$ cat src/rtl/sm83_adr_seq.sv
// SM83 address latch/incrementer with an autonomous burst sequencer; all state moves on the falling clock edge.
// Optional feature macro: SM83_ADR_SEQ_STEP2_EN (adds ctl_inc_step2, doubling the step magnitude).
module sm83_adr_seq #(
    parameter int WIDTH = 16,
    parameter int HI_W  = 8,
    parameter int CNT_W = 8
) (
    input  logic             clk,
    input  logic             reset,
    input  logic [WIDTH-1:0] ain,
    output logic [WIDTH-1:0] aout,
    output logic [WIDTH-1:0] apin,
    input  logic             ctl_al_we,
    input  logic             ctl_al_hi_ff,
    input  logic             ctl_inc_dec,
    input  logic             ctl_inc_cy,
    input  logic             ctl_inc_oe,
`ifdef SM83_ADR_SEQ_STEP2_EN
    input  logic             ctl_inc_step2,
`endif
    input  logic             burst_start,
    input  logic [CNT_W-1:0] burst_len,
    input  logic             burst_dir,
    input  logic             burst_step,
    output logic             burst_busy,
    output logic             burst_done,
    output logic             inc_wrap
);

    localparam int LO_W = WIDTH - HI_W;
    localparam logic [WIDTH:0]   STEP_ONE = 1;
    localparam logic [WIDTH:0]   STEP_TWO = 2;
    localparam logic [CNT_W-1:0] CNT_ONE  = 1;

    typedef enum logic [1:0] {
        IDLE  = 2'd0,
        BURST = 2'd1,
        DONE  = 2'd2
    } state_t;

    state_t           state, state_nxt;
    logic [WIDTH-1:0] al, al_nxt;
    logic [CNT_W-1:0] cnt, cnt_nxt;

    logic [WIDTH:0]   step_mag;
    logic [WIDTH:0]   step_s;
    logic [WIDTH:0]   inc_full;
    logic             inc_dir;
    logic [WIDTH-1:0] inc;
    logic [HI_W-1:0]  ain_hi_sel;
    logic [WIDTH-1:0] base_val;
    logic [WIDTH-1:0] load_val;

    always_comb begin
`ifdef SM83_ADR_SEQ_STEP2_EN
        step_mag = ctl_inc_step2 ? STEP_TWO : STEP_ONE;
`else
        step_mag = STEP_ONE;
`endif
    end

    // The extra MSB of the widened add/subtract is exactly the carry/borrow out of the address.
    always_comb begin
        if (state == BURST) begin
            inc_dir = burst_dir;
            step_s  = step_mag;
        end else begin
            inc_dir = ctl_inc_dec;
            step_s  = ctl_inc_cy ? step_mag : '0;
        end
        if (inc_dir)
            inc_full = {1'b0, al} - step_s;
        else
            inc_full = {1'b0, al} + step_s;
        inc      = inc_full[WIDTH-1:0];
        inc_wrap = inc_full[WIDTH];
    end

    always_comb begin
        ain_hi_sel = ctl_al_hi_ff ? {HI_W{1'b1}} : ain[WIDTH-1 -: HI_W];
        base_val   = {ain_hi_sel, ain[LO_W-1:0]};
        load_val   = ctl_inc_oe ? inc : base_val;
    end

    always_comb begin
        state_nxt = state;
        al_nxt    = al;
        cnt_nxt   = cnt;
        unique case (state)
            IDLE: begin
                if (ctl_al_we) begin
                    al_nxt = load_val;
                end else if (burst_start) begin
                    al_nxt = base_val;
                    if (burst_len != '0) begin
                        cnt_nxt   = burst_len;
                        state_nxt = BURST;
                    end else begin
                        state_nxt = DONE;
                    end
                end
            end
            BURST: begin
                // A manual load aborts the burst silently and wins over a same-cycle step.
                if (ctl_al_we) begin
                    al_nxt    = load_val;
                    cnt_nxt   = '0;
                    state_nxt = IDLE;
                end else if (burst_step) begin
                    al_nxt  = inc;
                    cnt_nxt = cnt - CNT_ONE;
                    if (cnt == CNT_ONE)
                        state_nxt = DONE;
                end
            end
            DONE: begin
                if (ctl_al_we)
                    al_nxt = load_val;
                state_nxt = IDLE;
            end
            default: begin
                state_nxt = IDLE;
            end
        endcase
    end

    always_ff @(negedge clk or posedge reset) begin
        if (reset) begin
            state <= IDLE;
            al    <= '0;
            cnt   <= '0;
        end else begin
            state <= state_nxt;
            al    <= al_nxt;
            cnt   <= cnt_nxt;
        end
    end

    assign aout       = al;
    assign apin       = al_nxt;
    assign burst_busy = (state == BURST);
    assign burst_done = (state == DONE);

endmodule

$ cat config.mk
export PLATFORM = sky130hd
export DESIGN_NAME = sm83_adr_seq
export DESIGN_NICKNAME = d
export VERILOG_FILES = /design/src/rtl/sm83_adr_seq.sv
export SDC_FILE = /design/constraint.sdc
export NUM_CORES = 1
export LEC_CHECK = 0
export CORE_ASPECT_RATIO = 0.75
export CORE_MARGIN = 2
export CORE_UTILIZATION = 55
export DETAILED_ROUTE_END_ITERATION = 8
export HOLD_SLACK_MARGIN = 0.1
export PLACE_DENSITY_LB_ADDON = 0.08
export SYNTH_ARGS = -nofsm -noshare
export SYNTH_HDL_FRONTEND = slang
export SYNTH_SLANG_ARGS = --single-unit
$ cat constraint.sdc
create_clock -name clk -period 12.9 [get_ports clk]
set_input_delay 3.225 -clock clk [delete_from_list [all_inputs] [get_ports clk]]
set_output_delay 3.225 -clock clk [all_outputs]
set_load 0.1 [all_outputs]
After elaboration in Yosys (flattened, before gate mapping) --
Index checks and enable logic that the tools add are counted.
Cells by class: add/sub/neg operators 3, muxes and demuxes 25, shift-type cells 0, bitwise logic cells 0, order comparisons 0, divide/modulo/power cells 0, reductions and logical operators 5, multiply operators 0, equality and inequality tests 8
Operators with widths (count):
- two-way mux 16 bit | 6
- two-way mux 8 bit | 6
- one-hot mux 16 bit (3 select lines) | 1
- adder 16 x 17 -> 17 bit | 1
- two-way mux 17 bit | 1
- subtractor 16 x 17 -> 17 bit | 1
- one-hot mux 8 bit (2 select lines) | 1
- two-way mux 2 bit | 6
- equality test 8 x 1 -> 1 bit, second input constant | 1
- nonzero test 8 bit | 1
- subtractor 8 x 1 -> 8 bit, second input constant | 1
- != test 2 bit, second input constant | 3
- AND reduction 5 bit | 1
- one-hot mux 2 bit (2 select lines) | 1
- AND reduction 4 bit | 1
- two-way mux 1 bit | 3
- != test 3 x 2 -> 1 bit, second input constant | 1
- != test 3 bit, second input constant | 1
- equality test 2 x 1 -> 1 bit, second input constant | 1
- equality test 2 bit, second input constant | 1
- logical NOT 2 bit | 1
- nonzero test 2 bit | 1
Word-level totals: memories kept 0, input port bits 34, word-level logic and storage cells 44, bits in latches 0, ROM bits 0, RAM bits 0, output and inout port bits 35, flip-flop bits (word level) 26

Logic depth before layout (Yosys ltp) --
Gate-level depths: netlist of run 1.
word-level depth 7, gate-level depth with buffers 14, mapped depth without buffers 11

==> results.json, run 1 <==
{
  "outcome": "complete, no violations",
  "start_util_pct": 56.6,
  "peakVddDrop_v": 0.000228,
  "cts_max_level": 1,
  "ant_nets": 0,
  "die_w_um": 89.3,
  "worstPathMaxFanout": 16,
  "cp.arrival_ps": 9600,
  "max_stage_delay_ps": 570,
  "syn_nets": 462,
  "cts_sinks": 26,
  "grt_usage_pct": 36.4,
  "drv_cap": 0,
  "gp_congestion": 1.03,
  "clock_latency_ps": 300,
  "finalSetupViolations": 0,
  "wire_per_inst_um": 20.4,
  "hold_class": "register to register",
  "synth-xor-area-share_pct": 1.17,
  "cts-root-buf": "clkbuf_8",
  "grt_max_degree": 29,
  "synth_top_family_by_area": "compound AO/OA/AOI/OAI gates",
  "final_area_um2": 4160,
  "maxSlewViolCount": 0,
  "finalPower_w": 0.00110,
  "grt_pass1_vias": 3372,
  "syn-cell-area_um2": 3000,
  "ys.flop_type": "dfrtn_1",
  "die_area_um2": 6070,
  "vias_per_cell": 6.91,
  "path_class": "register to primary output",
  "dpl.hpwl_mm": 8.08,
  "place_ws_ps": 256,
  "tritoncts": "done",
  "wirelength_mm": 11.1,
  "skew_ps": 8.35,
  "avgSynthCellArea_um2": 7.35,
  "crit_slowest_cell": "a2111oi_1",
  "power_leakage_nw": 1.65,
  "worst_setup_path_start_kind": "register",
  "syn_to_final_growth_pct": 38.8,
  "cts_made_buffers": 3,
  "end_kind": "primary output",
  "core_um2": 5300,
  "drt_iter0_drc": 495,
  "overflow": 0,
  "clock_path_buffers": 2,
  "clk_pin_slew_ps": 80,
  "synth.lib_cells_used.distinct": 64,
  "powerDensity_nw_per_um2": 265,
  "synth-seq-area-share_pct": 21.7,
  "synth_enable_flop_cells": 0,
  "numPortBuffers": 68,
  "dieHeight_um": 68.0,
  "fin_ws_ps": 79.2,
  "required_ps": 9680,
  "diodes": 0,
  "synthSimpleGateAreaFrac_pct": 23.4,
  "io_pins": 69,
  "max_slew_margin_pct": 28.8,
  "synth_compound_area_share_pct": 38.7,
  "vias": 3743,
  "dpl-instance-area_um2": 4010,
  "drc": 0,
  "nets": 522,
  "synth_seq_cells": 26,
  "hold_viol": 0,
  "drive_above_1_share_pct": 15.6,
  "rsz0062_at_grt": "no",
  "crit_chain": "nand2b_2 > nand3b_1 > o21ai_4 > inv_6 > ha_1 > nand2_1 > a2111oi_1 > or3_1 > a21oi_1 > o21ai_2 > buf_12",
  "synthArstFlopShare_pct": 100,
  "dr.pass1.iters": 6,
  "synthAdderAreaFrac_pct": 8.59,
  "num_rows": 23,
  "worst_slew_pin_slew_ps": 1070,
  "grt_pass1_wl_mm": 16.9,
  "antenna_found_initial": 0,
  "ys_warn_count": 0,
  "synthMuxAreaShare_pct": 1.04,
  "synthCells": 408
}
-- metrics by stage --
stage / utilization, % / TNS (ps) / instances / hold slack (ps)
final: 78.6 / 0 / 542 / 438
after floorplan: - / -68.9 / 408 / 417
after global routing: 78.6 / 0 / 542 / 473
after CTS: 77.3 / 0 / 539 / 443
after detailed placement: 75.7 / 0 / 535 / 442
after global placement: 75.7 / 0 / 535 / 440
-- flip-flops by register name, indices dropped and copies added, names as in the netlist --
signal,count
aout,16
state,2
cnt,8
-- logic make-up after synthesis --
kind of cell | after synthesis
compound gates | 173
simple gates | 145
buf+inv | 37
flops | 26
fa+ha+maj | 20
xor+xnor | 4
mux | 3
-- where the power goes --
group,leakage (nW),internal [W],switching [W]
logic,1.31,0.000294,0.000585
clock network,0.0357,0.0000418,0.0000334
registers,0.306,0.000109,0.0000412
-- worst max-delay path: cells and delay by family, from the launching register on --
family          cells  cell delay [ps]
compound gates      4             1020
fa+ha+maj           1              420
buf+inv             2              340
flops               1              410
simple gates        4              640
-- path summary, 6_finish.rpt --
check / from / slack (ps) / endpoint / depth (start not counted)
min in group asynchronous: reset / 9820 / state[1] / 2
worst max register to register: state[1] / 10090 / aout[14] / 11
worst min-delay path: cnt[7] / 440 / cnt[7] / 2
worst max-delay path: state[1] / 80 / apin[11] / 11
worst min register to register: cnt[7] / 440 / cnt[7] / 2
max in group asynchronous: reset / 2410 / aout[12] / 2
-- Yosys cell counts (6+ instances only) --
cell type	instances	area share [%]
nand2_1	44	5.5
nor2_1	38	4.8
a21oi_1	37	6.2
dfrtn_1	26	22
o21ai_0	24	4.0
ha_1	19	7.9
o21ai_1	17	2.8
nand3_1	13	2.2
a31oi_1	12	2.5
clkbuf_1	12	1.5
o211ai_1	12	3.0
buf_2	11	1.8
inv_1	10	1.3
nor3_1	10	1.7
a21o_1	9	2.3
nand2b_1	7	1.5
nor2b_1	6	1.3
o22ai_1	6	1.3
-- routing by layer --
layer	vias to the layer above	share of wire [%]	GRT usage, %
li1	1679	-	-
met1	1722	41	50.5
met2	307	44	55.5
met3	35	13	10.7
met4	0	2.0	9.14
met5	-	0	0
-- placed cells by master, fill, tap and decap left out, types with 14 or more instances in the layout --
cell,Yosys,final
a21oi_1,37,32
buf_12,0,16
buf_4,0,14
clkdlybuf4s50_1,0,49
dfrtn_1,26,26
ha_1,19,14
nand2_1,44,44
nor2_1,38,37
o21ai_0,24,23
o21ai_1,17,14
-- area by class of cell --
class	instances	area, um2
Clock inverter	1	30.0
Fill cell	403	1130
Tap cell	75	93.8
Inverter	13	53.8
Multi-Input combinational cell	345	2380
Clock buffer	3	41.3
Timing Repair Buffer	79	916
Sequential cell	26	651
-- repair_timing --
item	4_1_cts	5_1_grt
setup buffers	0	3
endpoints found under the setup margin	6	11
resized for setup	3	9
hold buffers	0	0
gates cloned	0	0
pin swaps	1	2
hold endpoints to repair	0	0
Power figures use the tool's default switching activity.
==> run 2: changes to the inputs <==
--- a/config.mk
+++ b/config.mk
@@ -5,9 +5,11 @@
 export SDC_FILE = /design/constraint.sdc
 export NUM_CORES = 1
 export LEC_CHECK = 0
+export CELL_PAD_IN_SITES_DETAIL_PLACEMENT = 0
+export CELL_PAD_IN_SITES_GLOBAL_PLACEMENT = 1
 export CORE_ASPECT_RATIO = 0.75
 export CORE_MARGIN = 2
-export CORE_UTILIZATION = 55
+export CORE_UTILIZATION = 40
 export DETAILED_ROUTE_END_ITERATION = 8
 export HOLD_SLACK_MARGIN = 0.1
 export PLACE_DENSITY_LB_ADDON = 0.08
==> run 2 against run 1 <==
Effect of this change: flip-flop and latch count is the same; sequential share of layout area down 0.41 points; cell count is 5.4% higher; wire length rose by 3.7%; global-route usage fell by 8.2 points; register-to-register slack better by 90 ps; via count decreased by 5.6%; combinational power about the same; hold slack gained 17 ps; clock skew shrank 1.8 ps; core utilization down 20 points; sequential power about the same; critical endpoint is now apin[13].
==> results.json, run 2 (same netlist as run 1, synthesis figures left out) <==
{
  "outcome": "complete, no violations",
  "hold_viol": 0,
  "grt_pass1_wl_mm": 18.4,
  "worst_slew_pin_slew_ps": 975,
  "antenna_found_initial": 0,
  "rsz0062_at_grt": "no",
  "power_leakage_nw": 1.67,
  "required_ps": 9680,
  "drv_cap": 0,
  "drt_iter0_drc": 277,
  "tritoncts": "done",
  "clk_pin_slew_ps": 80,
  "finalSetupViolations": 0,
  "mostFrequentLayoutCells": "49 x clkdlybuf4s50_1, 44 x nand2_1, 37 x nor2_1, 31 x a21oi_1, 26 x dfrtn_1",
  "clkPwrFrac_pct": 6.8,
  "p_comb_share_pct": 79.4,
  "overflow": 0,
  "p_int_w": 0.000452,
  "numPortBuffers": 68,
  "swShare_pct": 59.2,
  "cts-root-buf": "clkbuf_8",
  "gp_congestion": 0.975,
  "seq_power_share_pct": 13.8,
  "vias": 3533,
  "wirelength_mm": 11.5,
  "cts_made_buffers": 3,
  "die_w_um": 104,
  "dieHeight_um": 79.0,
  "postCtsHoldBufs": 0,
  "maxSlewViolCount": 0,
  "dpl.hpwl_mm": 8.66,
  "start_util_pct": 41.1,
  "clock_latency_ps": 300,
  "drive_above_1_share_pct": 17.2,
  "rrSetupSlack_ps": 10180,
  "max_slew_margin_pct": 34.8,
  "io_pins": 69,
  "num_rows": 27,
  "tns_ps": 0,
  "worstPathMaxFanout": 16,
  "powerDensity_nw_per_um2": 259,
  "path_class": "register to primary output",
  "die_area_um2": 8210,
  "end_kind": "primary output",
  "grt_pass1_vias": 3388,
  "cts_max_level": 1,
  "vias_per_cell": 6.19,
  "dr.pass1.iters": 5,
  "diodes": 0,
  "grt_usage_pct": 28.1,
  "p_sw_w": 0.000656,
  "nets": 525,
  "largest_reg_flops": 16,
  "syn_to_final_growth_pct": 42.6,
  "core_um2": 7300,
  "layout_commonest_cell": "clkdlybuf4s50_1",
  "nFillCells": 707,
  "clock_path_buffers": 2,
  "hold_class": "register to register",
  "final_util_pct": 58.6,
  "cts_sinks": 26,
  "cp.arrival_ps": 9530,
  "drc": 0,
  "skew_ps": 6.50,
  "worst_setup_path_start_kind": "register",
  "grt_max_degree": 29,
  "peakVddDrop_v": 0.000211,
  "ant_nets": 0,
  "wire_per_inst_um": 20.1,
  "hold_slack_ps": 455
}
run 2: area by class of cell:
| class | instances | area [um2] | area share, % |
|---|---|---|---|
| Clock inverter | 1 | 30.0 | 0.702 |
| Clock buffer | 3 | 41.3 | 0.966 |
| Timing Repair Buffer | 82 | 951 | 22.2 |
| Sequential cell | 26 | 651 | 15.2 |
| Tap cell | 101 | 126 | 2.96 |
| Multi-Input combinational cell | 345 | 2420 | 56.6 |
| Inverter | 13 | 56.3 | 1.32 |
run 2: power by group through the flow:
stage | Clock [W] | Combinational, W | Sequential [W]
4_1_cts | 0.0000777 | 0.000847 | 0.000149
5_1_grt | 0.0000803 | 0.000925 | 0.000157
3_3_place_gp | 0 | 0.000839 | 0.000151
6_report | 0.0000753 | 0.000879 | 0.000153
2_1_floorplan | 0 | 0.000476 | 0.000279
3_5_place_dp | 0 | 0.000842 | 0.000150
run 2: through the flow:
step / area [um2] / total power (W) / setup WS [ps] / cells
after floorplan: 3140 / 0.000756 / -68.9 / 408
after global placement: 4070 / 0.000990 / 265 / 563
after detailed placement: 4070 / 0.000992 / 207 / 563
after CTS: 4150 / 0.00107 / 76.8 / 568
after global routing: 4280 / 0.00116 / 22.0 / 571
final: 4280 / 0.00111 / 142 / 571
run 2: worst paths after layout:
| path | start | cells past startpoint | endpoint |
|---|---|---|---|
| hold reg to reg | cnt[7] | 2 | cnt[7] |
| hold / removal | cnt[7] | 2 | cnt[7] |
| setup reg to reg | state[1] | 11 | aout[6] |
| min in group asynchronous | reset | 3 | state[1] |
| max in group asynchronous | reset | 3 | state[0] |
| setup / recovery | state[1] | 12 | apin[13] |
run 2: what timing repair did:
item / in CTS / in global routing
hold endpoints to repair: 0 / 0
resized for setup: 3 / 18
pin swaps: 1 / 2
buffers inserted: 1 / 3
setup endpoints to repair: 8 / 6
run 2: layer usage:
layer / share of wire, % / GRT usage (%)
met1: 47 / 41.4
met2: 43 / 42.6
met3: 8.7 / 5.67
met4: 1.6 / 5.68
met5: 0 / 0
run 2: critical path, cell delays in order (launching register included):
cell      delay (ps)
dfrtn_1          420
nand2b_4         150
nand3b_1         130
o21ai_4          120
inv_8            120
ha_4             310
nand2_1           70
o21a_1           200
a211o_1          260
a21oi_2          160
mux2_4           330
a211oi_4         290
buf_12           210
==> run 3: changes to the inputs <==
--- a/config.mk
+++ b/config.mk
@@ -13,6 +13,7 @@
 export DETAILED_ROUTE_END_ITERATION = 8
 export HOLD_SLACK_MARGIN = 0.1
 export PLACE_DENSITY_LB_ADDON = 0.08
+export REMOVE_ABC_BUFFERS = 1
 export SYNTH_ARGS = -nofsm -noshare
 export SYNTH_HDL_FRONTEND = slang
 export SYNTH_SLANG_ARGS = --single-unit
==> run 3 against run 2 <==
Effect of this change: the flow now finishes with violations (negative setup slack); highest routed layer unchanged; sequential share of layout area up 0.24 points; first-iteration DRC count up 23%; largest cell class unchanged; wire length down 0.95%; largest power group unchanged.
==> results.json, run 3 (same netlist as run 1, synthesis figures left out) <==
{
  "outcome": "complete, but fails checks",
  "violations": "negative setup slack",
  "required_ps": 9680,
  "drv_cap": 0,
  "num_rows": 27,
  "worstRegToRegCells": 12,
  "dieHeight_um": 79.0,
  "peakVddDrop_v": 0.000268,
  "place_ws_ps": 53.8,
  "syn_to_final_growth_pct": 40.4,
  "powerDensity_nw_per_um2": 254,
  "hold_class": "register to register",
  "clk_pin_slew_ps": 70,
  "hold_viol": 0,
  "max_stage_delay_ps": 430,
  "hold_end": "cnt[3]",
  "die_area_um2": 8210,
  "grt_pass1_vias": 3279,
  "wire_per_inst_um": 19.6,
  "dpl-instance-area_um2": 3950,
  "overflow": 0,
  "fin_ws_ps": -28.6,
  "cts_max_level": 1,
  "grt_max_degree": 29,
  "grt_usage_pct": 27.1,
  "vias_per_cell": 6.25,
  "nets": 532,
  "power_leakage_nw": 1.67,
  "dpl.hpwl_mm": 8.27,
  "drt_iter0_drc": 340,
  "start_util_pct": 41.1,
  "final_area_um2": 4210,
  "worst_setup_path_start_kind": "register",
  "rsz0062_at_grt": "yes",
  "worstPathMaxFanout": 5,
  "antenna_found_initial": 0,
  "drive_above_1_share_pct": 17.2,
  "largest_reg_flops": 16,
  "core_um2": 7300,
  "cts_sinks": 26,
  "worstHoldStart": "cnt[3]",
  "grt_pass1_wl_mm": 17.7,
  "cts_made_buffers": 3,
  "hold_slack_ps": 453,
  "end_kind": "primary output",
  "crit_slowest_cell": "dfrtn_1",
  "layout_commonest_cell": "clkdlybuf4s50_1",
  "crit_chain": "nand2b_4 > nand3b_1 > o21ai_4 > clkinvlp_4 > ha_4 > nand2_2 > o21a_1 > a211o_1 > a21oi_2 > mux2_4 > a211oi_4 > buf_12",
  "clock_latency_ps": 290,
  "cts-root-buf": "clkbuf_8",
  "skew_ps": 5.37,
  "nFillCells": 725,
  "tritoncts": "done",
  "ant_nets": 0,
  "r2r_end": "aout[12]",
  "diodes": 0,
  "die_w_um": 104,
  "worst_slew_pin_slew_ps": 991,
  "clock_path_buffers": 2,
  "rrSetupSlack_ps": 10070,
  "finalPower_w": 0.00107,
  "cp.arrival_ps": 9700,
  "max_slew_margin_pct": 33.8,
  "maxSlewViolCount": 0,
  "r2r-start": "state[1]",
  "dr.pass1.iters": 5,
  "finalSetupViolations": 1,
  "final_util_pct": 57.7,
  "path_class": "register to primary output",
  "gp_congestion": 0.946,
  "numPortBuffers": 68,
  "drc": 0,
  "wirelength_mm": 11.4,
  "mostFrequentLayoutCells": "49 x clkdlybuf4s50_1, 43 x nand2_1, 37 x nor2_1, 33 x a21oi_1, 26 x dfrtn_1",
  "vias": 3613,
  "io_pins": 69,
  "postCtsHoldBufs": 0,
  "holdPathStages": 2
}
## run 3: cell count changes in the layout (fill, tap and decap cells not counted), sizes merged
cell and change:
clkinvlp +1, clkbuf +1, bufinv -1, buf +6
## run 3: report_power, final
group,internal [W],switching [W]
clock,0.0000275,0.0000319
combinational,0.000292,0.000570
sequential,0.000109,0.0000399
total,0.000429,0.000641
## run 3: metrics by stage
step	setup TNS, ps	std cells
floorplan	-20820	384
global placement	0	567
detailed placement	0	567
CTS	-108	574
global route	-352	578
finish	-28.6	578
## run 3: layer usage
metal | wire (um) | GRT usage, % | part of all wire [%]
met2 | 4840 | 40.0 | 43
met5 | 0 | 0 | 0
met4 | 78 | 4.05 | 0.69
met3 | 994 | 5.50 | 8.8
met1 | 5440 | 41.3 | 48
## run 3: final cells by class
| type | instances | area (um2) | share of cell area [%] |
|---|---|---|---|
| multi-input cells | 345 | 2330 | 55.5 |
| flip-flops and latches | 26 | 651 | 15.5 |
| inverters | 13 | 48.8 | 1.16 |
| repair buffers | 88 | 987 | 23.4 |
| well taps | 101 | 126 | 3.00 |
| clock buffers | 4 | 55.1 | 1.31 |
| repair inverters | 1 | 7.51 | 0.178 |
## run 3: worst max-delay path: cells and delay by family (launching register included)
kind	cells	cell delay, ps
compound gates	5	1090
flops	1	430
buf+inv	2	430
fa+ha+maj	1	330
mux	1	330
simple gates	3	340
## run 3: worst max-delay path by stage
stage                         from       end  cells past startpoint
after floorplan           state[0]   apin[9]                      9
after detailed placement  state[1]  apin[13]                     12
after global routing      state[1]  apin[13]                     12
final                     state[1]  apin[13]                     12
after global placement    state[1]  apin[13]                     12
after CTS                 state[1]  apin[15]                     13
## run 3: repair_timing
item,4_1_cts,5_1_grt
pin swaps,4,10
setup endpoints to repair,9,11
setup buffers,2,4
gates cloned,1,0
gates resized for setup,13,25
==> variant 1: new RTL, config.mk and constraints of run 3 <==
The parameter `HI_W` goes from 8 to 6.
--- a/src/rtl/sm83_adr_seq.sv
+++ b/src/rtl/sm83_adr_seq.sv
@@ -4,3 +4,3 @@
     parameter int WIDTH = 16,
-    parameter int HI_W  = 8,
+    parameter int HI_W  = 6,
     parameter int CNT_W = 8
Formal check against the unedited RTL: not equivalent (a bounded check fails within 4 cycles, from zero or initial values and one cycle with reset high).
==> variant 1 against run 3 <==
Setup slack gained 0.039 ns. Sequential cell count unchanged. Design area increased by 2.2%. Critical path type unchanged. Utilization up 4.4 points. Wire length down 0.72%. Synthesized area is 2.8% lower. Highest routed layer unchanged. Largest cell class unchanged. Power grew 5.5%. Critical path depth shrank 1.
==> variant 1: results (changes against run 3) <==
| Metric | Value |
|---|---|
| Result of the run | `completed (was finished, violations left)` |
| Ranking of synthesized cells by area | `dfrtn_1, ha_1, o21ai_0 (was dfrtn_1, ha_1, a21oi_1)` |
| DP Worst Slack | `0.0878 ns (was 0.0538 ns)` |
| Reg2reg setup slack | `10.03 ns (was 10.07 ns)` |
| Critical path type | `register to output pin (unchanged)` |
| Adder-Cell Fraction of Synth Area | `8.84% (was 8.59%)` |
| CTS clock-pin slew for the worst setup and hold paths | `0.07 ns (about the same)` |
| Placed Cells | `560 (was 567)` |
| Clk_lat worst skew | `about 0.30 ns` |
| TritonRoute pass-1 iters | `7 (was 5)` |
| Vias per cell | `6.19 (was 6.25)` |
| CP max-delay cell | `a2111o_1 (was dfrtn_1)` |
| Final GP Congestion | `0.950 (was 0.946)` |
| DRT iter0 DRCs | `327 (was 340)` |
| Detail Placement HPWL | `8.08 mm (was 8.27 mm)` |
| Final setup margin | `0.0104 ns (was -0.0286 ns)` |
| Top cells by count, synth | `nor2_1, o21ai_0, a21oi_1, nand2_1, dfrtn_1 (was nand2_1, nor2_1, a21oi_1)` |
| Synth cell types | `63 (was 64)` |
| Final Skew | `0.00618 ns (was 0.00537 ns)` |
| Post-synthesis mux area share | `1.42% (was 1.04%)` |
| Worst vdd ir | `0.229 mV (was 0.268 mV)` |
| Post-synth ARST share | `100% (unchanged)` |
| Total track usage | `27.3% (was 27.1%)` |
| Xor and xnor area share after synthesis | `1.50% (was 1.17%)` |
| Post-Route WL | `11.3 mm (was 11.4 mm)` |
| Crit path DAT | `9.66 ns (was 9.70 ns)` |
| First-pass GRT wire length | `17.1 mm (was 17.7 mm)` |
| Register area share after synthesis | `22.3% (was 21.7%)` |
| Largest net degree at the start of global routing | `39 (was 29)` |
| DP Area | `0.00393 sq mm (was 0.00395 sq mm)` |
| Ant diodes | `0 (unchanged)` |
| Layout cells sized above 1 | `19.2% (was 17.2%)` |
| Vias in the first global route | `3290 (was 3279)` |
| TritonCTS Buffers | `3 (unchanged)` |
| Leak | `1.71 nW (was 1.67 nW)` |
| Post-synthesis compound-gate area fraction | `36.0% (was 38.7%)` |
| Post-route insts no fill | `576 (was 578)` |
| Cell-internal power | `0.000464 W (was 0.000429 W)` |
| Slew headroom | `25.2% (was 33.8%)` |
| Hold_ws | `0.459 ns (was 0.453 ns)` |
| # nets final | `533 (was 532)` |
| Critical Path Fanout Max | `8 (was 5)` |
| Slowest stage delay, CP | `0.47 ns (was 0.43 ns)` |
| Register share of total power | `13.5% (was 14.0%)` |
| Mean Syn Cell Area | `7.31 sq um (was 7.35 sq um)` |
## variant 1: cell type report
type	instances	area, sq um
flip-flops and latches	26	651
inverters	14	52.6
clock inverters	1	30.0
multi-input cells	336	2320
fillers	615	2630
clock buffers	3	41.3
repair buffers	98	1080
well taps	98	123
## variant 1: worst max-delay path, delay by kind of cell, from the launching register on
| kind | cells | cell delay (ns) |
|---|---|---|
| flops | 1 | 0.42 |
| compound gates | 5 | 1.30 |
| simple gates | 2 | 0.25 |
| fa+ha+maj | 1 | 0.24 |
| mux | 1 | 0.32 |
| buf+inv | 2 | 0.37 |
## variant 1: metal layers
metal	global-route usage [%]	up-vias	wire [um]
li1	-	1658	-
met1	40.6	1676	5000
met2	39.2	213	4880
met3	6.49	21	1190
met4	7.33	0	204
met5	0	-	0
## variant 1: repair_timing
| item | 4_1_cts | 5_1_grt |
|---|---|---|
| setup buffers | 1 | 11 |
| setup endpoints to repair | 9 | 10 |
| pin swaps | 3 | 14 |
| resized for setup | 12 | 31 |
## variant 1: worst paths after layout
path	to	cells after the start
min in group asynchronous	cnt[2]$_DFFE_NP0P_	2
worst min-delay path	cnt[3]$_DFFE_NP0P_	2
worst min register to register	cnt[3]$_DFFE_NP0P_	2
max in group asynchronous	aout[13]$_DFF_NP0_	2
worst max register to register	aout[13]$_DFF_NP0_	12
worst max-delay path	apin[13]	11
## variant 1: power groups by stage
stage                Clock, W  Sequential, W  Combinational [W]
floorplan                   0       0.000287           0.000431
global placement            0       0.000148           0.000816
detailed placement          0       0.000149           0.000820
CTS                 0.0000762       0.000147           0.000837
global route        0.0000781       0.000156           0.000942
finish              0.0000741       0.000153           0.000902
## variant 1: logic make-up after synthesis
logic type | after synthesis
compound gates | 160
simple gates | 147
buf+inv | 37
flops | 26
fa+ha+maj | 20
xor+xnor | 5
mux | 4
==> variant 2: new RTL, settings of run 3 <==
Made on the original files. The 3 states of `state_t` get a one-hot encoding in 3 bits.
--- a/src/rtl/sm83_adr_seq.sv
+++ b/src/rtl/sm83_adr_seq.sv
@@ -34,6 +34,6 @@
 
-    typedef enum logic [1:0] {
-        IDLE  = 2'd0,
-        BURST = 2'd1,
-        DONE  = 2'd2
+    typedef enum logic [2:0] {
+        IDLE  = 3'b001,
+        BURST = 3'b010,
+        DONE  = 3'b100
     } state_t;
Function: no difference found for any inputs over 10 cycles, from zero or initial values and one cycle with reset high; not proved beyond that.
==> variant 2 against run 3 <==
The flow still finishes with violations (setup timing). Synthesized area fell by 1.2%. Sequential cell count rose by 1. Highest routed layer unchanged. Non-clock buffer count rose by 21. Wire length fell by 8.1%. Design area rose by 7.5%. Setup slack got worse by 0.16 ns. Sequential share of layout area fell by 0.49 points. Critical path depth rose by 1. Cell count rose by 3.1%.
Power is not shown: default switching activity piles up to over one toggle a cycle in this logic, so the estimate is an artifact.
==> variant 2: results (changes against run 3) <==
| Metric | Value |
|---|---|
| DP Area | `0.00410 sq mm (was 0.00395 sq mm)` |
| Flip-flop and latch count after synthesis | `27 (was 26)` |
| Top cells by count, synth | `o21ai_0, nand2_1, a21oi_1, nor2_1, dfrtn_1 (was nand2_1, nor2_1, a21oi_1)` |
| Slew @ Worst Pin | `0.977 ns (was 0.991 ns)` |
| Post-route insts no fill | `596 (was 578)` |
| Failing checks | `setup timing (unchanged)` |
| Final setup margin | `-0.187 ns (was -0.0286 ns)` |
| #MultiIn Comb | `338 (was 345)` |
| FF-to-FF path depth | `16 (was 12)` |
| Setup TNS | `-1.00 ns (was -0.0286 ns)` |
| Final Skew | `0.0600 ns (was 0.00537 ns)` |
| Ranking of synthesized cells by area | `dfrtn_1, ha_1, o21ai_0 (was dfrtn_1, ha_1, a21oi_1)` |
| Slowest stage delay, CP | `0.41 ns (was 0.43 ns)` |
| Endpoints failing setup | `9 (was 1)` |
| Met3 wire length | `624 um (was 994 um)` |
| Synth cell types | `69 (was 64)` |
| Endpoint, Worst Hold | `cnt[7]$_DFFE_NP0P_ (was cnt[3]$_DFFE_NP0P_)` |
| Data buffer area share | `25.9% (was 23.4%)` |
| Cells after synthesis | `397 (was 408)` |
| Reg2reg setup slack | `9.59 ns (was 10.07 ns)` |
| Register area share after synthesis | `22.8% (was 21.7%)` |
| # nets final | `554 (was 532)` |
| Clock buf count | `3 (was 4)` |
| Result of the run | `finished, violations left (unchanged)` |
| Largest net degree at the start of global routing | `28 (was 29)` |
| WL met1 | `5.07 mm (was 5.44 mm)` |
variant 2: cell types whose count changed after synthesis, moves of 6 or more:
cell      delta
o211ai_1    -11
a31oi_1     -11
buf_2        -6
o21ai_0     +31
o21ai_1     -15
variant 2: worst reg2reg max path, cell delays in order (launching register included):
cell and delay [ns]:
dfrtn_1 0.41, or3b_4 0.40, o21ai_4 0.23, clkinv_4 0.14
buf_6 0.15, ha_4 0.27, nand2b_4 0.07, a21oi_4 0.16
o21ai_2 0.10, o31ai_1 0.20, buf_4 0.18, buf_4 0.12
a21oi_4 0.06, a22o_1 0.18, o22a_1 0.25, buf_4 0.14
buf_4 0.11
variant 2: cell families (layout without fill, tap and decap cells):
group,after synthesis,count (layout),synth area share (%)
buffers and inverters,32,130,4.77
DFF,27,27,22.8
muxes,3,3,1.01
and+or+nand+nor,153,153,26.1
adders and majority gates,24,24,10.4
AOI/OAI and AO/OA,146,146,31.3
xor gates and xnor gates,12,12,3.55
